`src/rtl/change_event_recorder.sv`:
```
// Change event recorder: samples an NBITS signal every clock, records each
// sampled value change as {value, timestamp} into a FIFO, and drains the
// records through a valid/ready stream. Change/drop counters and a sticky
// overflow flag let a checker reconcile detected changes with lost ones.
module change_event_recorder #(
  parameter int NBITS = 33,
  parameter int TS_W  = 32,
  parameter int DEPTH = 16
) (
  input  logic                     clk,
  input  logic                     rst_n,
  input  logic                     clear,
  input  logic                     enable,
  input  logic [NBITS-1:0]         sig,
  output logic                     out_valid,
  input  logic                     out_ready,
  output logic [NBITS-1:0]         out_value,
  output logic [TS_W-1:0]          out_time,
  output logic [$clog2(DEPTH):0]   fifo_level,
  output logic [31:0]              change_count,
  output logic [15:0]              drop_count,
  output logic                     overflow
);

  localparam int AW = $clog2(DEPTH);
  localparam logic [AW:0] FULL_LVL = DEPTH[AW:0];

  typedef struct packed {
    logic [NBITS-1:0] value;
    logic [TS_W-1:0]  ts;
  } rec_t;

  rec_t             mem [DEPTH];
  logic [AW-1:0]    wr_ptr, rd_ptr;
  logic [AW:0]      level;
  logic [TS_W-1:0]  ts;
  logic [NBITS-1:0] prev;
  logic             prev_valid;

  logic full, pop, evt, push, drop;

  // Handshake and event qualification; clear suppresses both pop and event.
  always_comb begin
    full = (level == FULL_LVL);
    pop  = out_valid && out_ready && !clear;
    evt  = enable && prev_valid && (sig != prev) && !clear;
    // A full FIFO still takes the record when the head leaves this cycle.
    push = evt && (!full || pop);
    drop = evt && full && !pop;
  end

  assign out_valid  = (level != '0);
  assign fifo_level = level;
  // Head record presented only while valid; zero otherwise.
  assign out_value  = out_valid ? mem[rd_ptr].value : '0;
  assign out_time   = out_valid ? mem[rd_ptr].ts    : '0;

  // Free-running timestamp and the baseline/previous-sample tracker.
  always_ff @(posedge clk or negedge rst_n) begin
    if (!rst_n) begin
      ts         <= '0;
      prev       <= '0;
      prev_valid <= 1'b0;
    end else if (clear) begin
      ts         <= '0;
      prev_valid <= 1'b0;
    end else begin
      ts <= ts + TS_W'(1);
      if (enable) begin
        // First enabled edge only captures a baseline; later edges follow changes.
        if (!prev_valid || evt) prev <= sig;
        prev_valid <= 1'b1;
      end else begin
        prev_valid <= 1'b0;
      end
    end
  end

  // FIFO storage; contents need no reset since out_valid gates the outputs.
  always_ff @(posedge clk) begin
    if (push) mem[wr_ptr] <= '{value: sig, ts: ts};
  end

  // FIFO pointers and occupancy.
  always_ff @(posedge clk or negedge rst_n) begin
    if (!rst_n) begin
      wr_ptr <= '0;
      rd_ptr <= '0;
      level  <= '0;
    end else if (clear) begin
      wr_ptr <= '0;
      rd_ptr <= '0;
      level  <= '0;
    end else begin
      if (push) wr_ptr <= wr_ptr + AW'(1);
      if (pop)  rd_ptr <= rd_ptr + AW'(1);
      case ({push, pop})
        2'b10:   level <= level + (AW+1)'(1);
        2'b01:   level <= level - (AW+1)'(1);
        default: level <= level;
      endcase
    end
  end

  // Saturating change/drop counters and sticky overflow.
  always_ff @(posedge clk or negedge rst_n) begin
    if (!rst_n) begin
      change_count <= '0;
      drop_count   <= '0;
      overflow     <= 1'b0;
    end else if (clear) begin
      change_count <= '0;
      drop_count   <= '0;
      overflow     <= 1'b0;
    end else begin
      if (evt && change_count != '1) change_count <= change_count + 32'd1;
      if (drop && drop_count != '1)  drop_count   <= drop_count + 16'd1;
      if (drop)                      overflow     <= 1'b1;
    end
  end

endmodule

```
`config.mk`:
```
export PLATFORM = sky130hd
export DESIGN_NAME = change_event_recorder
export DESIGN_NICKNAME = d
export VERILOG_FILES = /design/src/rtl/change_event_recorder.sv
export SDC_FILE = /design/constraint.sdc
export NUM_CORES = 1
export LEC_CHECK = 0
export CAP_MARGIN = 25
export CORE_MARGIN = 1
export CORE_UTILIZATION = 52
export CTS_BUF_LIST = sky130_fd_sc_hd__clkbuf_4
export DETAILED_ROUTE_END_ITERATION = 6
export GPL_ROUTABILITY_DRIVEN = 0
export PLACE_DENSITY = 0.72
export REMOVE_ABC_BUFFERS = 1
export SKIP_CTS_REPAIR_TIMING = 1
export SLEW_MARGIN = 20
export SYNTH_ARGS = -nofsm -noshare
export SYNTH_HDL_FRONTEND = slang
export SYNTH_SLANG_ARGS = --single-unit
```
`constraint.sdc`:
```
create_clock -name clk -period 6.75 [get_ports clk]
set_input_delay 1.35 -clock clk [delete_from_list [all_inputs] [get_ports clk]]
set_output_delay 1.35 -clock clk [all_outputs]
set_load 0.03 [all_outputs]
```
* After elaboration in Yosys (flattened, before gate mapping)
Memory sizes are Yosys's and may differ from the RTL's.
Cells that the tools add are included.
** Word-level totals
- Flip-flop bits (word level) :: 128
- RAM bits :: 1040
- Input bits :: 38
- Output and inout bits :: 120
- Logic and storage cells :: 67
- Memories kept :: 1
** Operators by class
- $add $sub $neg :: 7
- Eq/ne operators :: 6
- Multiplexer cells :: 19
- Bitwise operators :: 1
- Reduce and logical (&&, ||, !) cells :: 24
** Memory list
- mem :: depth 16, bits a word 65, read ports 1, clocked after memory_dff 0, wr ports 1, RTL line 33 : rec_t mem [DEPTH];
** Operators by type and width (number)
- $mux W32 :: 4
- $add A32 B1 Y32 const B :: 2
- $mux W33 :: 1
- $ne A33 B33 Y1 :: 1
- $mux W16 :: 2
- $ne A32 B32 Y1 const B :: 1
- $add A16 B1 Y16 const B :: 1
- $mux W4 :: 4
- $ne A16 B16 Y1 const B :: 1
- $logic_and A1 B1 Y1 :: 10
- $pmux W5 S2 :: 1
- $reduce_bool A2 Y1 :: 5
- $add A4 B1 Y4 const B :: 2
- $mux W1 :: 6
- $add A5 B1 Y5 const B :: 1
- $eq A5 B5 Y1 const B :: 1
- $mux W5 :: 1
- $reduce_bool A5 Y1 :: 1
- $sub A5 B1 Y5 const B :: 1
- $logic_not A1 Y1 :: 4
- $reduce_and A3 Y1 :: 1
- $reduce_bool A3 Y1 :: 1
- $eq A2 B1 Y1 const B :: 1
- $eq A2 B2 Y1 const B :: 1
- 2 further kinds :: 3

* Depth between registers and ports, before layout
- Word-level depth :: 8
- Gate-level depth with buffers :: 16
- Gate-level depth less buffers :: 13

* Least setup slack after synthesis
Ideal clock, no wire load.
- Kind :: input-to-reg
- From :: in sig[5]
- To :: mem mem[3][0] (netlist name) (enable)
- Library setup time :: 0.568 ns
- Data arrival time :: 6.949 ns
- Data required time :: 6.182 ns
- Slack :: -0.767 ns
- Cell stages on the path :: 8
- Path buffers :: 2
- Cells stage by stage :: xor2_1 > nor4_1 > nand4_1 > o311ai_2 > buf_4 > or3b_2 > clkbuf_1 > nor3_1
** Between the ends
- Cells in the longest elaborated chain, start to end :: 6
** RTL lines
- start: declaration :: RTL line 14 : input logic [NBITS-1:0] sig,
- $ne A33 B33 Y1 :: RTL line 46 : evt = enable && prev_valid && (sig != prev) && !clear;
- $logic_and A1 B1 Y1 (2 in a row) :: RTL line 46
- $logic_and A1 B1 Y1 :: RTL line 48 : push = evt && (!full || pop);
- $mux W1 :: RTL line 81 : if (push) mem[wr_ptr] <= '{value: sig, ts: ts};
- $mux W1 (not written as such) :: RTL line 81
- end: declaration :: RTL line 33
No other way between the ends.

* Final worst setup path
- From :: reg rd_ptr[0]
- To :: out out_time[21]
** Between the ends
- Cells in the longest elaborated chain, start to end :: 2
** RTL lines
- start: declaration :: RTL line 34 : logic [AW-1:0] wr_ptr, rd_ptr;
- start signal: assignment :: RTL line 96 : if (pop) rd_ptr <= rd_ptr + AW'(1);
- $mem_v2 Z16 W65
- $mux W32 :: RTL line 56 : assign out_time = out_valid ? mem[rd_ptr].ts : '0;
- end: declaration :: RTL line 18 : output logic [TS_W-1:0] out_time,
No other way between the ends.

==> results.sh <==
export IMPL_status="finished clean"
export IMPL_cts_tree="done"
export IMPL_grt_overflow=0
export IMPL_worstReg2RegStart="prev[22]"
export IMPL_ys_seq_elements=1168
export IMPL_yosysTopAreaCell="edfxtp_1"
export IMPL_yosysUniqueCellTypes=49
export IMPL_die_h_microns=299.3
export IMPL_reg2reg_to="fifo_level[4]"
export IMPL_max_slew_margin=0.2946
export IMPL_critPathSlowestCell="dfrtp_4"
export IMPL_rsz0062_at_grt="no"
export IMPL_fin_util=0.6083
export IMPL_synth_top_area_share=0.6796
export IMPL_startpoint_type="register"
export IMPL_grt_max_degree=70
export IMPL_wl_per_cell_microns=24.39
export IMPL_cp_slowest_stage_delay_ns=0.98
export IMPL_totalWireLength_mm=96.58
export IMPL_cts_buffers=309
export IMPL_reg2reg_depth=13
export IMPL_cp_data_required_time_ns=5.40
export IMPL_clock_path_buffers=4
export IMPL_drive_gt1_frac=0.3239
export IMPL_grt_pass1_wl_mm=147.8
export IMPL_yosysWarnings=0
export IMPL_powerDensity_mw_per_mm2=309.3
export IMPL_cts_sinks=1168
export IMPL_path_cells="buf_12 -> mux4_2 -> mux4_2 -> and2_1 -> clkdlybuf4s50_1"
export IMPL_initial_core_util=0.5272
export IMPL_areaGrowthSynthToFinish_pct=15.38
export IMPL_first_iter_violations=1834
export IMPL_worstPathMaxFanout=49
export IMPL_synth_common_cells="edfxtp_1, mux4_2, dfrtp_1, nor2_1, clkbuf_1"
export IMPL_port_buffers=157
export IMPL_max_freq_mhz=172.7
export IMPL_grt_pass1_vias=24790
export IMPL_yosysMostFrequentCell="edfxtp_1"
export IMPL_hold_violations=0
export IMPL_use_met1=0.2999
export IMPL_drv_slew=0
export IMPL_gr_usage_all_layers=0.2223
export IMPL_rows=108
export IMPL_maxCapViolations=0
export IMPL_drtPass1Iterations=5
export IMPL_antenna_found_initial=5
export IMPL_fin_crit_ns=5.791
export IMPL_drc_errors=0
export IMPL_fin_ws_ns=0.9595
export IMPL_peakVddDrop_uv=318.2
export IMPL_timing_final_crit_share=0.8579
export IMPL_crit_path_end="out_time[21]"
export IMPL_fin_skew_ns=0.1177
export IMPL_hold_ws_ns=0.2768
export IMPL_synth_top_cells_by_area="edfxtp_1, mux4_2, dfrtp_1"
export IMPL_ys_async_sr_fraction=0.1096
export IMPL_min_path_type="in -> async"
export IMPL_h_tree_depth=5
export IMPL_postSynthAreaPerCell_sq_um=21.13
export IMPL_root_buffer="clkbuf_4"
export IMPL_arrival_ns=4.44
export IMPL_worstSetupPathType="reg -> out"
export IMPL_p_leak_nw=17.25
export IMPL_clk_pin_slew_worst_paths_ns=0.07
export IMPL_clk_latency_ns=1.15
export IMPL_synth_flop_cell="edfxtp_1"
export IMPL_place_ws_ns=0.9324
export IMPL_crit_path_frequent_cell="mux4_2"
export IMPL_die_w_microns=299.3
export IMPL_vias_per_cell=5.819
export IMPL_grt_met2_usage=0.3639
export IMPL_final_nets=2630
export IMPL_seq_area_frac_synth=0.7494
export IMPL_syn_cell_area_sq_mm=0.04595
export IMPL_fp_coreArea_sq_mm=0.08716
export IMPL_post_dp_hpwl_mm=49.35
export IMPL_die_area_sq_mm=0.08956
export IMPL_antenna_left=0
export IMPL_io_pins=158
export IMPL_r2r_slack_ns=2.70
export IMPL_n_fill_cell=6107
export IMPL_vias=23040
export IMPL_finalSetupViolCount=0
export IMPL_critPathLaunch="rd_ptr[0]"
export IMPL_synth_edf_count=1040
export IMPL_worst_setup_path_end_kind="output port"
export IMPL_grt_met3_usage=0.04747
export IMPL_grt_busiest_layer="met2"
export IMPL_worst_pin_slew_ns=1.058
export IMPL_netlist_instances=2175
[worst min path at each step]
stage / start / endpoint / slack (ns) / depth (start not counted)
3_3_place_gp: overflow / overflow / 0.49 / 2
6_report: rst_n / drop_count[14] / 0.28 / 1
5_1_grt: rst_n / drop_count[8] / 0.27 / 1
3_5_place_dp: overflow / overflow / 0.49 / 2
4_1_cts: rst_n / drop_count[8] / 0.18 / 1
2_1_floorplan: prev[0] / prev[0] / 0.50 / 1
[cells by family after synthesis]
logic type | after synthesis | share of synthesized area
AOI/OAI and AO/OA | 27 | 0.003622
xor gates and xnor gates | 104 | 0.01982
adders and majority gates | 12 | 0.003431
buffers and inverters | 124 | 0.01135
DFF | 1168 | 0.7494
muxes | 370 | 0.1703
and+or+nand+nor | 370 | 0.04210
[area by class of cell]
class / instances / area, sq um / share of cell area
well taps: 1155 / 1445 / 0.02726
diodes: 7 / 17.52 / 0.0003304
multi-input cells: 883 / 11130 / 0.2100
repair buffers: 205 / 2201 / 0.04151
flip-flops and latches: 1168 / 34450 / 0.6498
inverters: 13 / 48.80 / 0.0009204
clock buffers: 438 / 3288 / 0.06202
clock inverters: 90 / 434.2 / 0.008189
[where the power goes]
group          internal [mW]  leakage (nW)  switching, mW
clock network           3.10          2.23           2.71
logic                   1.25          3.83           1.36
registers               7.88          11.2          0.105
[state kept, by name, indices dropped and copies added, names as in the netlist]
name / flops
change_count: 32
drop_count: 16
fifo_level: 5
mem: 1040
overflow: 1
prev: 33
prev_valid: 1
rd_ptr: 4
ts: 32
wr_ptr: 4
[per-stage QoR]
| step | instances | total power [mW] | cell area [sq um] | TNS (ns) |
|---|---|---|---|---|
| 2_1_floorplan | 2064 | 10.83 | 45480 | -697.48 |
| 3_3_place_gp | 3422 | 10.74 | 49230 | 0 |
| 3_5_place_dp | 3422 | 10.77 | 49230 | 0 |
| 4_1_cts | 3950 | 16.59 | 52950 | 0 |
| 5_1_grt | 3956 | 17.08 | 53010 | 0 |
| 6_report | 3959 | 16.40 | 53020 | 0 |
[layout by cell type, fill, tap and decap left out, types with 2 or more instances in the layout]
| master | Yosys | routed |
|---|---|---|
| a21o_1 | 3 | 3 |
| a21oi_1 | 11 | 11 |
| and2_1 | 68 | 68 |
| and3_1 | 16 | 16 |
| and4_1 | 4 | 4 |
| and4_4 | 2 | 2 |
| buf_12 | 0 | 20 |
| buf_4 | 1 | 28 |
| bufinv_16 | 0 | 3 |
| clkbuf_4 | 0 | 438 |
| clkdlybuf4s50_1 | 0 | 155 |
| clkinv_1 | 0 | 69 |
| clkinv_2 | 0 | 11 |
| dfrtp_1 | 128 | 124 |
| dfrtp_4 | 0 | 4 |
| diode_2 | 0 | 7 |
| edfxtp_1 | 1040 | 1040 |
| ha_1 | 11 | 11 |
| inv_1 | 13 | 13 |
| inv_2 | 0 | 6 |
| mux2_2 | 40 | 40 |
| mux2i_1 | 3 | 3 |
| mux4_2 | 325 | 325 |
| nand2_1 | 37 | 37 |
| nand2b_1 | 5 | 4 |
| nand3_1 | 29 | 29 |
| nand4_1 | 26 | 26 |
| nor2_1 | 107 | 95 |
| nor2_4 | 0 | 12 |
| nor2b_1 | 13 | 13 |
| nor3_1 | 23 | 19 |
| nor3_2 | 1 | 5 |
| nor3b_1 | 2 | 2 |
| nor4_1 | 24 | 24 |
| o21ai_0 | 7 | 7 |
| or3_1 | 5 | 5 |
| xnor2_1 | 51 | 51 |
| xor2_1 | 53 | 53 |
[per-layer routing]
layer  routed length, microns  up-vias
li1                         -     9907
met1                    39500    12080
met2                    48960      899
met3                     6291      150
met4                     1804        2
met5                       13        -
[worst max-delay path, delay by kind of cell (launching register included)]
family,cells,cell delay [ns]
buf+inv,2,1.06
flops,1,0.98
simple gates,1,0.18
mux,2,1.09
No activity file was read; power rests on OpenSTA's default activity.
